### config.mk
export PLATFORM = sky130hd
export DESIGN_NAME = spawn_scheduler
export DESIGN_NICKNAME = d
export VERILOG_FILES = /design/src/rtl/spawn_scheduler.sv
export SDC_FILE = /design/constraint.sdc
export NUM_CORES = 1
export LEC_CHECK = 0
export ABC_AREA = 1
export BUFFER_PORTS_ARGS = -buffer_cell sky130_fd_sc_hd__buf_2
export CAP_MARGIN = 5
export CORE_MARGIN = 5
export CORE_UTILIZATION = 40
export DETAILED_ROUTE_END_ITERATION = 12
export MAX_ROUTING_LAYER = met4
export PLACE_DENSITY = 0.61
export SYNTH_ARGS = -nofsm -noshare
export SYNTH_HDL_FRONTEND = slang
export SYNTH_SLANG_ARGS = --single-unit
### constraint.sdc
create_clock -name clk -period 4.5 [get_ports clk]
set_input_delay 0.225 -clock clk [delete_from_list [all_inputs] [get_ports clk]]
set_output_delay 0.225 -clock clk [all_outputs]
set_load 0.01 [all_outputs]
### src/rtl/spawn_scheduler.sv
// Spawn scheduler: times character spawns, sanitises generator words and
// arbitrates the slot-table write port between spawns and (higher-priority) kills.
module spawn_scheduler #(
  parameter int unsigned SLOTS  = 8,
  parameter int unsigned SLOT_W = 3,
  parameter int unsigned PERIOD = 25000000,
  parameter int unsigned X_MAX  = 624,
  parameter int unsigned CNT_W  = 16
) (
  input  logic              clk,
  input  logic              rst,
  input  logic              enable,
  input  logic [23:0]       gen_ch,
  input  logic [SLOTS-1:0]  slot_busy,
  input  logic              kill_req,
  input  logic [SLOT_W-1:0] kill_slot,
  output logic              wr_en,
  output logic [SLOT_W-1:0] wr_slot,
  output logic [23:0]       wr_data,
  output logic              gen_take,
  output logic              busy,
  output logic [CNT_W-1:0]  spawn_cnt,
  output logic [CNT_W-1:0]  drop_cnt
);

  localparam int unsigned     TMR_W  = $clog2(PERIOD);
  localparam logic [TMR_W-1:0] RELOAD = TMR_W'(PERIOD - 1);
  localparam logic [9:0]       XLIM   = 10'(X_MAX);

  typedef enum logic [1:0] {IDLE, COUNT, PICK, WRITE} state_t;

  state_t              state_q, state_d;
  logic [TMR_W-1:0]    timer_q, timer_d;
  logic [23:0]         word_q, word_d;
  logic [SLOT_W-1:0]   slot_q, slot_d;
  logic [CNT_W-1:0]    spawn_cnt_q, spawn_cnt_d;
  logic [CNT_W-1:0]    drop_cnt_q, drop_cnt_d;
  logic [23:0]         san;
  logic                free_found;
  logic [SLOT_W-1:0]   free_idx;

  // Lowest free slot; iterating downward lets index 0 win.
  always_comb begin
    free_found = 1'b0;
    free_idx   = '0;
    for (int i = int'(SLOTS) - 1; i >= 0; i--) begin
      if (!slot_busy[i]) begin
        free_found = 1'b1;
        free_idx   = SLOT_W'(i);
      end
    end
  end

  // Force valid, nonzero speed, top row, and in-bounds x.
  always_comb begin
    san        = gen_ch;
    san[23]    = 1'b1;
    if (gen_ch[22:19] == 4'd0) san[22:19] = 4'd1;
    san[18:10] = '0;
    if (gen_ch[9:0] > XLIM) san[9:0] = XLIM;
  end

  always_ff @(posedge clk) begin
    if (rst) begin
      state_q     <= IDLE;
      timer_q     <= '0;
      word_q      <= '0;
      slot_q      <= '0;
      spawn_cnt_q <= '0;
      drop_cnt_q  <= '0;
    end else begin
      state_q     <= state_d;
      timer_q     <= timer_d;
      word_q      <= word_d;
      slot_q      <= slot_d;
      spawn_cnt_q <= spawn_cnt_d;
      drop_cnt_q  <= drop_cnt_d;
    end
  end

  always_comb begin
    state_d     = state_q;
    timer_d     = timer_q;
    word_d      = word_q;
    slot_d      = slot_q;
    spawn_cnt_d = spawn_cnt_q;
    drop_cnt_d  = drop_cnt_q;
    case (state_q)
      IDLE: begin
        if (enable) begin
          state_d = COUNT;
          timer_d = RELOAD;
        end
      end
      COUNT: begin
        if (!enable) begin
          state_d = IDLE;
        end else if (timer_q == '0) begin
          state_d = PICK;
        end else begin
          timer_d = timer_q - TMR_W'(1);
        end
      end
      PICK: begin
        word_d = san;
        slot_d = free_idx;
        if (free_found) begin
          state_d = WRITE;
        end else begin
          if (drop_cnt_q != '1) drop_cnt_d = drop_cnt_q + CNT_W'(1);
          timer_d = RELOAD;
          state_d = enable ? COUNT : IDLE;
        end
      end
      WRITE: begin
        // A concurrent kill owns the port; the spawn waits here.
        if (!kill_req) begin
          if (spawn_cnt_q != '1) spawn_cnt_d = spawn_cnt_q + CNT_W'(1);
          timer_d = RELOAD;
          state_d = enable ? COUNT : IDLE;
        end
      end
      default: state_d = IDLE;
    endcase
  end

  // Write port: kill is zero-latency and wins; nothing is issued while in reset.
  always_comb begin
    wr_en    = 1'b0;
    wr_slot  = '0;
    wr_data  = '0;
    gen_take = 1'b0;
    busy     = 1'b0;
    if (!rst) begin
      gen_take = (state_q == PICK);
      busy     = (state_q == PICK) || (state_q == WRITE);
      if (kill_req) begin
        wr_en   = 1'b1;
        wr_slot = kill_slot;
      end else if (state_q == WRITE) begin
        wr_en   = 1'b1;
        wr_slot = slot_q;
        wr_data = word_q;
      end
    end
  end

  assign spawn_cnt = spawn_cnt_q;
  assign drop_cnt  = drop_cnt_q;

endmodule

Word level (Yosys, flattened, before mapping)
Cells that the tools add are included.
{ "totals": {"latchBits": 0, "ram_bits": 0, "n_memories": 0, "romBits": 0, "output_inout_bits": 62, "register_bits": 77} }
{ "op_classes": {"shifts": 0, "n_mul": 0, "n_reduce_logical": 8, "div_mod_pow": 0, "magnitude_cmp": 1, "n_eq_ne": 11, "bitwise": 2, "muxes": 42, "add_sub_neg": 3} }
{ "ops": {"columns": ["cell", "count"], "rows": [
  ["$mux W25", 5],
  ["$pmux W25 S4", 1],
  ["$mux W24", 3],
  ["$mux W3", 11],
  ["$add A16 B1 Y16 const B", 2],
  ["$ne A16 B16 Y1 const B", 2],
  ["$logic_not A25 Y1", 1],
  ["$sub A25 B1 Y25 const B", 1],
  ["$mux W1", 14],
  ["$gt A10 B10 Y1 const B", 1],
  ["$mux W10", 1],
  ["$mux W2", 5],
  ["$ne A2 B2 Y1 const B", 5],
  ["$reduce_and A3 Y1", 3],
  ["$pmux W2 S4", 1],
  ["$reduce_and A5 Y1", 1],
  ["$eq A2 B2 Y1 const B", 2],
  ["$logic_not A4 Y1", 1],
  ["$mux W4", 1],
  ["$ne A3 B3 Y1 const B", 1],
  ["$eq A2 B1 Y1 const B", 1],
  ["$logic_not A2 Y1", 1],
  ["$not A1 Y1", 2],
  ["$logic_or A1 B1 Y1", 1]
]} }

Logic depth before layout (Yosys ltp)
Gate-level depths: netlist of the first run.
{ "logic_depth": {"ltp_word": 10, "mapped_depth": 14} }

Worst setup path before layout of the first run
No wires, ideal clock.
{ "synth_path": {"kind": "register to register", "from": "register spawn_cnt_q[1], in the netlist spawn_cnt[1]", "to": "register spawn_cnt_q[14], in the netlist spawn_cnt[14]", "setup_slack_ps": 2810, "arrival_ps": 1559, "setup_time_ps": 131, "stages_incl_launch_ff": 12, "synth_period_minus_slack_ps": 1690, "path_cell_list": "dfxtp_1 ha_1 nand3_2 nor2_4 nand2_2 nor2_4 nand2_2 nand2_4 inv_2 buf_6 nand2_1 a21oi_2"} }
{ "synth_via": {"elab_chain_cells": 2} }
{ "synth_lines": {"columns": ["element", "line_no", "rtl"], "rows": [
  ["start: declaration", "36", "logic [CNT_W-1:0] spawn_cnt_q, spawn_cnt_d;"],
  ["start signal: assignment", "76", "spawn_cnt_q <= spawn_cnt_d;"],
  ["branches (longest 2 deep; another with $add A16 B1 Y16)", null, null]
]} }
Several ways; the timed one is not identified.
A chain may end at the register's enable or synchronous reset.

Worst setup path in the final report of the first run
{ "layout_path": {"from": "input port rst", "to": "output port gen_take"} }
{ "layout_via": {"elab_chain_cells": 1} }
{ "layout_lines": {"columns": ["element", "line_no", "rtl"], "rows": [
  ["start: declaration", "11", "input logic rst,"],
  ["$mux W1", "134", "if (!rst) begin"],
  ["end: declaration", "20", "output logic gen_take,"]
]} }
Every way passes these cells.

==> impl_results.md, run 1 <==
- Max VDD drop: ~0.00023 V
- RSZ-0062 raised after global routing: no
- M1 WL: a little under 6 mm
- Number of global-route vias before repair: roughly 4300
- Crit share post-route: around half
- Mapped Cells: around 740
- Final wirelength: between 10 and 15 mm
- Drt pass-1 iters: 4
- Vias per inst: 4.87
- Die height: between 100 and 150 µm
- Dominant synthesized flop cell: dfxtp_1
- Synth top area share: between 30% and 40%
- Antenna-violating nets left: 0
- Seq/Total Area, Yosys: 33.7%
- Fraction of layout cells with a size suffix above 1: 15.0%
- WL per Instance: ~12 µm
- Ys async rst share: 0%
- H-tree Lvls: 3
- # DRC: 0
- CP max stage cell: inv_1
- Clk Latency, worst-skew pair: around 0.33 ns
- Clock slew at reported path FFs: approximately 0.060 ns
- Slew headroom: approximately 56%
- RR Endpoint: state_q[0]
- Yosys cell types: 40
- Hold_sp: gen_ch[1]
- Antenna diodes: 0
- Max incr delay on CP: 0.48 ns
- Antenna violations before repair: 0
- Multi-input gate area: approximately 2600 µm²
- Worst r2r path cells: 10
- # Post-CTS Setup Buffers: 0
- Num rows: 39
- FMAX: around 450 MHz
- CP Cell Sequence: buf_2 -> inv_1 -> nand2_1 -> inv_1 -> buf_2
- Synthesis-to-finish area growth: 17.2%
- GPL Wtd Cong: ~0.87
- All-Layer GR Usage: 18.0%
- Global-route wire length before repair: approximately 20 mm
- Synthesized area: between 4000 and 5000 µm²
- Top routing layer in use: met4
- P_leak: between 0.002 and 0.003 µW
- Final hold violation count: 0
- Crit path max fanout: 27
- Setup CP Type: input pin to output pin
- Hold Path Cell Cnt: 3
- CP Launch Type: input pin
- Slew @ Worst Pin: roughly 0.66 ns
- Final net count: between 800 and 900
- TritonCTS clock tree: built
- Setup Skew: approximately 0.01 ns
- Top-Level Pins: between 100 and 150
- WL met3: between 500 and 600 µm
- Met2 routed WL: around 5.4 mm
- Endpoint with the worst hold slack: word_q[1]
- Filler Cell Count: between 1000 and 1500
- Reg area: between 1500 and 2000 µm²
- R2r startpoint: timer_q[16]
- Crit path DAT: roughly 2 ns
- Slew Viols, Final: 0
- Final setup vio count: 0
- Initial Util: 40.4%
- DR iter-0 viols: around 220
- Clock sinks: between 70 and 80
- CTS buffer count: 9
- CTS hold repair buffers: 0
- Total gr overflow: 0
- Yosys reg bits: 77
- Status: completed
- Req. time, crit path: between 4 and 5 ns
- Core Region: 11300 µm²
- Syn Area/Cell: 6.20 µm²
- Reg2Reg Setup Slack: between 2 and 2.5 ns
- Pin count of the biggest net entering global routing: 38
- CTS max path bufs: 2
- CP Capture Type: output pin
- Power per Cell Area: ~400 nW/µm²
- HP Class: input pin to flip-flop
- CP bufs+invs: 4
- Number of flops mapped to enable cells by yosys: 0
- DP HPWL: slightly below 9 mm
- Delay-heaviest family, CP: buffers and inverters
- Ys Warns: 0
- PortBufs: between 80 and 90
- Cts repair resizes: 0
- Area contributors post-synth: dfxtp_1 (34%), nand2_1 (17%), nor2_1 (12%), inv_1 (6.8%), nand3_1 (6.1%)
- Hold Slack: between 0.1 and 0.15 ns
- Max Cap Violations: 0
- Root buf cell: clkbuf_16
- Total Die Area: 13700 µm²
- Total stage count of the critical path: 5
- Die width: roughly 120 µm
- TNS Setup: 0 ns
- Via count: approximately 4700
- Final min period: 2.24 ns
- Cell taking the most area after synthesis: dfxtp_1
-- cells in the mapped netlist (all sizes together), types with 3 or more instances --
library cell / n
xor2: 14
dfxtp: 77
nand2: 210
nand3b: 3
a22oi: 6
o21ai: 29
nand3: 57
inv: 87
a21oi: 38
buf: 19
xnor2: 5
nand4: 4
clkbuf: 7
ha: 4
nor2: 151
nor3: 14
-- tightest hold or removal path: stages --
cell and delay [ns]:
buf_2 0.09, nand3_1 0.06, o21ai_0 0.06
-- registers in the layout, indices dropped and copies added, names as in the netlist --
name and flops:
state_q 2, slot_q 3, drop_cnt 16, timer_q 25, spawn_cnt 16, word_q 15
-- where the power goes --
group	switching (µW)	internal, µW	leakage (µW)	total, µW
sequential	60.3	757	0.000629	817
combinational	350	166	0.00177	516
clock	292	517	0.000162	810
total	703	1440	0.00256	2140
-- how the worst max path moves through the flow --
stage / from / end / slack, ns
2_1_floorplan: spawn_cnt[1] / spawn_cnt[14] / 2.81
3_3_place_gp: rst / gen_take / 2.26
3_5_place_dp: rst / gen_take / 2.24
4_1_cts: rst / gen_take / 2.24
5_1_grt: rst / gen_take / 2.05
6_report: rst / gen_take / 2.26
-- cell usage in the layout (no fill, tap or decap), drive strengths merged, types with 2 or more instances in the layout --
cell type / instances
a21oi: 38
a22oi: 6
buf: 82
bufinv: 2
clkbuf: 11
clkinv: 2
conb: 9
dfxtp: 77
ha: 4
inv: 88
nand2: 210
nand3: 57
nand3b: 3
nand4: 4
nor2: 151
nor3: 14
nor3b: 2
nor4: 2
o21ai: 29
or2: 2
xnor2: 5
xor2: 14
-- through the flow --
| stage | setup WS, ns | util, % | power [µW] | instance area, µm² | instances |
|---|---|---|---|---|---|
| CTS | 2.24 | 47.4 | 2150 | 5360 | 961 |
| detailed placement | 2.24 | 44.4 | 1340 | 5030 | 945 |
| finish | 2.26 | 47.4 | 2140 | 5360 | 961 |
| floorplan | 2.81 | - | 1230 | 4610 | 746 |
| global route | 2.05 | 47.4 | 2270 | 5360 | 961 |
| global placement | 2.26 | 44.4 | 1330 | 5030 | 945 |
-- cell type report --
class / count / area share [%]
clock buffer: 11 / 4.71
clock inverter: 5 / 1.52
inverter: 88 / 6.21
multi-input combinational: 555 / 47.8
sequential: 77 / 28.7
tap: 143 / 3.34
timing repair buffer: 82 / 7.70
-- logic make-up (layout without fill, tap and decap cells) --
logic type	count (synthesis)	count (layout)	share of synthesized area (%)
AOI/OAI and AO/OA	77	77	9.29
xor gates and xnor gates	19	19	3.64
adders and majority gates	4	4	1.09
buffers and inverters	114	186	11.0
DFF	77	77	33.7
other	1	9	0.0819
and+or+nand+nor	446	446	41.2
-- routing by layer --
layer | up-vias | GRT usage (%)
met5 | - | -
li1 | 2442 | -
met2 | 123 | 28.1
met3 | 8 | 2.42
met1 | 2107 | 24.5
met4 | 0 | 4.82
Note: power is estimated with default switching activity, not from simulation.
==> run 2: changes to the inputs <==
--- a/config.mk
+++ b/config.mk
@@ -12,7 +12,7 @@
 export CORE_UTILIZATION = 40
 export DETAILED_ROUTE_END_ITERATION = 12
 export MAX_ROUTING_LAYER = met4
-export PLACE_DENSITY = 0.61
+export PLACE_DENSITY = 0.63
 export SYNTH_ARGS = -nofsm -noshare
 export SYNTH_HDL_FRONTEND = slang
 export SYNTH_SLANG_ARGS = --single-unit
==> constraint.sdc (replaced) <==
create_clock -name clk -period 1.91 [get_ports clk]
set_input_delay 0.0955 -clock clk [delete_from_list [all_inputs] [get_ports clk]]
set_output_delay 0.0955 -clock clk [all_outputs]
set_load 0.01 [all_outputs]
==> run 2 against run 1 <==
Net effect: power grew 140%; sequential power grew 140%; final cell count grew 2.4%; combinational power grew to 2.5 times the previous value; hold slack lost 0.13 ns; first-iteration DRC count shrank 0.46%; die area is the same; critical path depth grew 1; setup slack lost 2.1 ns; register-to-register slack lost 2.2 ns; final area grew 3.8%; largest power group unchanged; highest routed layer unchanged.
==> impl_results.md, run 2 (synthesis gave the netlist of run 1 again) <==
- CP bufs+invs: 4
- Final wirelength: roughly 12 mm
- Final WS setup: between 0.15 and 0.2 ns
- Setup Skew: just under 0.007 ns
- CP max stage cell: dfxtp_1
- All-Layer GR Usage: a little under a fifth
- Number of global-route vias before repair: between 4000 and 5000
- HP Class: input pin to flip-flop
- Final min period: between 1.5 and 2 ns
- Antenna diodes: 0
- Drt pass-1 iters: 5
- DP Worst Slack: approximately 0.14 ns
- Commonest non-fill, non-tap cell in the layout: nand2_1
- P_leak: ~0.0027 µW
- Hold Slack: between 0.01 and 0.015 ns
- Delay-heaviest family, CP: buffers and inverters
- # Post-CTS Setup Buffers: 0
- Clock slew at reported path FFs: approximately 0.06 ns
- Fraction of layout cells with a size suffix above 1: 17.6%
- RSZ-0062 raised after global routing: no
- # DRC: 0
- Clock sinks: 77
- Clk Latency, worst-skew pair: 0.34 ns
- Crit path max fanout: 15
- Vias per inst: ~4.7
- CP Cell Sequence: inv_2 -> nor2_4 -> buf_4 -> nand2_1 -> inv_2 -> buf_2
- Max reg flops: 25
- Multi-input gate area: approximately 2600 µm²
- Power per Cell Area: 910 nW/µm²
- Total gr overflow: 0
- Max Cap Violations: 0
- Antenna-violating nets left: 0
- Setup CP Type: flip-flop to output pin
- CTS buffer count: 9
- Total Die Area: roughly 14000 µm²
- Initial Util: about 40%
- Core Region: 11300 µm²
- Pin count of the biggest net entering global routing: 30
- Final setup vio count: 0
- Final net count: between 800 and 900
- Synthesis-to-finish area growth: 21.7%
- Slew Viols, Final: 0
- Most Frequent Cell on Critical Path: inv_2
- Via count: around 4700
- Filler Cell Count: approximately 1200
- Max VDD drop: approximately 0.00041 V
- DP HPWL: 8.72 mm
- CP Capture Type: output pin
- PortBufs: 81
- Status: completed
- Commonest non-fill, non-tap cells in the layout: nand2_1 (203), nor2_1 (141), buf_2 (81)
- Final std cell area, no fill: roughly 5600 µm²
- Crit share post-route: about nine tenths
- H-tree Lvls: 3
- CTS max path bufs: 2
- Final hold violation count: 0
- Reg area: around 1500 µm²
- Placed Area: 5230 µm²
- WL per Instance: about 12 µm
- TritonCTS clock tree: built
- Crit path DAT: between 1.5 and 2 ns
- Top-Level Pins: about 100
- Req. time, crit path: 1.81 ns
- Global-route wire length before repair: approximately 20 mm
- Biggest register: timer_q
- DR iter-0 viols: between 200 and 250
- CP Launch Type: flip-flop
- TNS Setup: 0 ns
- Num rows: 39
- Max incr delay on CP: 0.40 ns
- Antenna violations before repair: 0
- FMAX: between 500 and 600 MHz
- Die height: 117 µm
- Die width: roughly 120 µm
- Root buf cell: clkbuf_16
- GPL Wtd Cong: ~0.89
-- run 2: path summary, 6_finish.rpt --
path	from	end	slack, ns	cells past startpoint
setup / recovery	state_q[1]	gen_take	0.18	6
hold / removal	gen_ch[3]	word_q[3]	0.01	3
setup reg to reg	drop_cnt[1]	drop_cnt[8]	0.23	9
hold reg to reg	slot_q[0]	slot_q[0]	0.48	2
-- run 2: power breakdown --
part	switching [µW]	internal, µW	total [µW]
Sequential	140	1780	1920
Clock	695	1140	1840
Combinational	833	475	1310
Total	1670	3400	5070
-- run 2: area by class of cell --
cell class                 instances  share of cell area [%]
inverter                          88                    5.98
sequential                        77                    27.7
clock buffer                      10                    4.11
tap                              143                    3.21
clock inverter                     6                    1.57
timing repair buffer             105                    11.2
multi-input combinational        555                    46.2
-- run 2: worst min-delay path: cells and delay by family --
family          cells  cell delay (ns)
simple gates        1             0.06
compound gates      1             0.06
buf+inv             1             0.09
-- run 2: per-stage QoR --
stage,std cells,util [%],power (µW)
final,984,49.2,5070
after global placement,967,46.2,3240
after detailed placement,967,46.2,3240
after CTS,984,49.1,5100
after global routing,984,49.2,5420
after floorplan,746,-,2910
-- run 2: timing repair --
| item | in CTS | in global routing |
|---|---|---|
| hold endpoints to repair | 1 | 0 |
| hold buffers | 1 | 0 |
| gates resized for setup | 1 | 4 |
| gates cloned | 0 | 0 |
| setup endpoints to repair | 7 | 19 |
| pin swaps | 0 | 0 |
-- run 2: routing by layer --
layer | vias to the layer above | track usage [%] | wire (µm)
met5 | - | - | 0
met4 | 0 | 4.97 | 84
met3 | 7 | 4.06 | 762
met2 | 132 | 26.6 | 4990
met1 | 2023 | 25.6 | 5800
li1 | 2491 | - | -
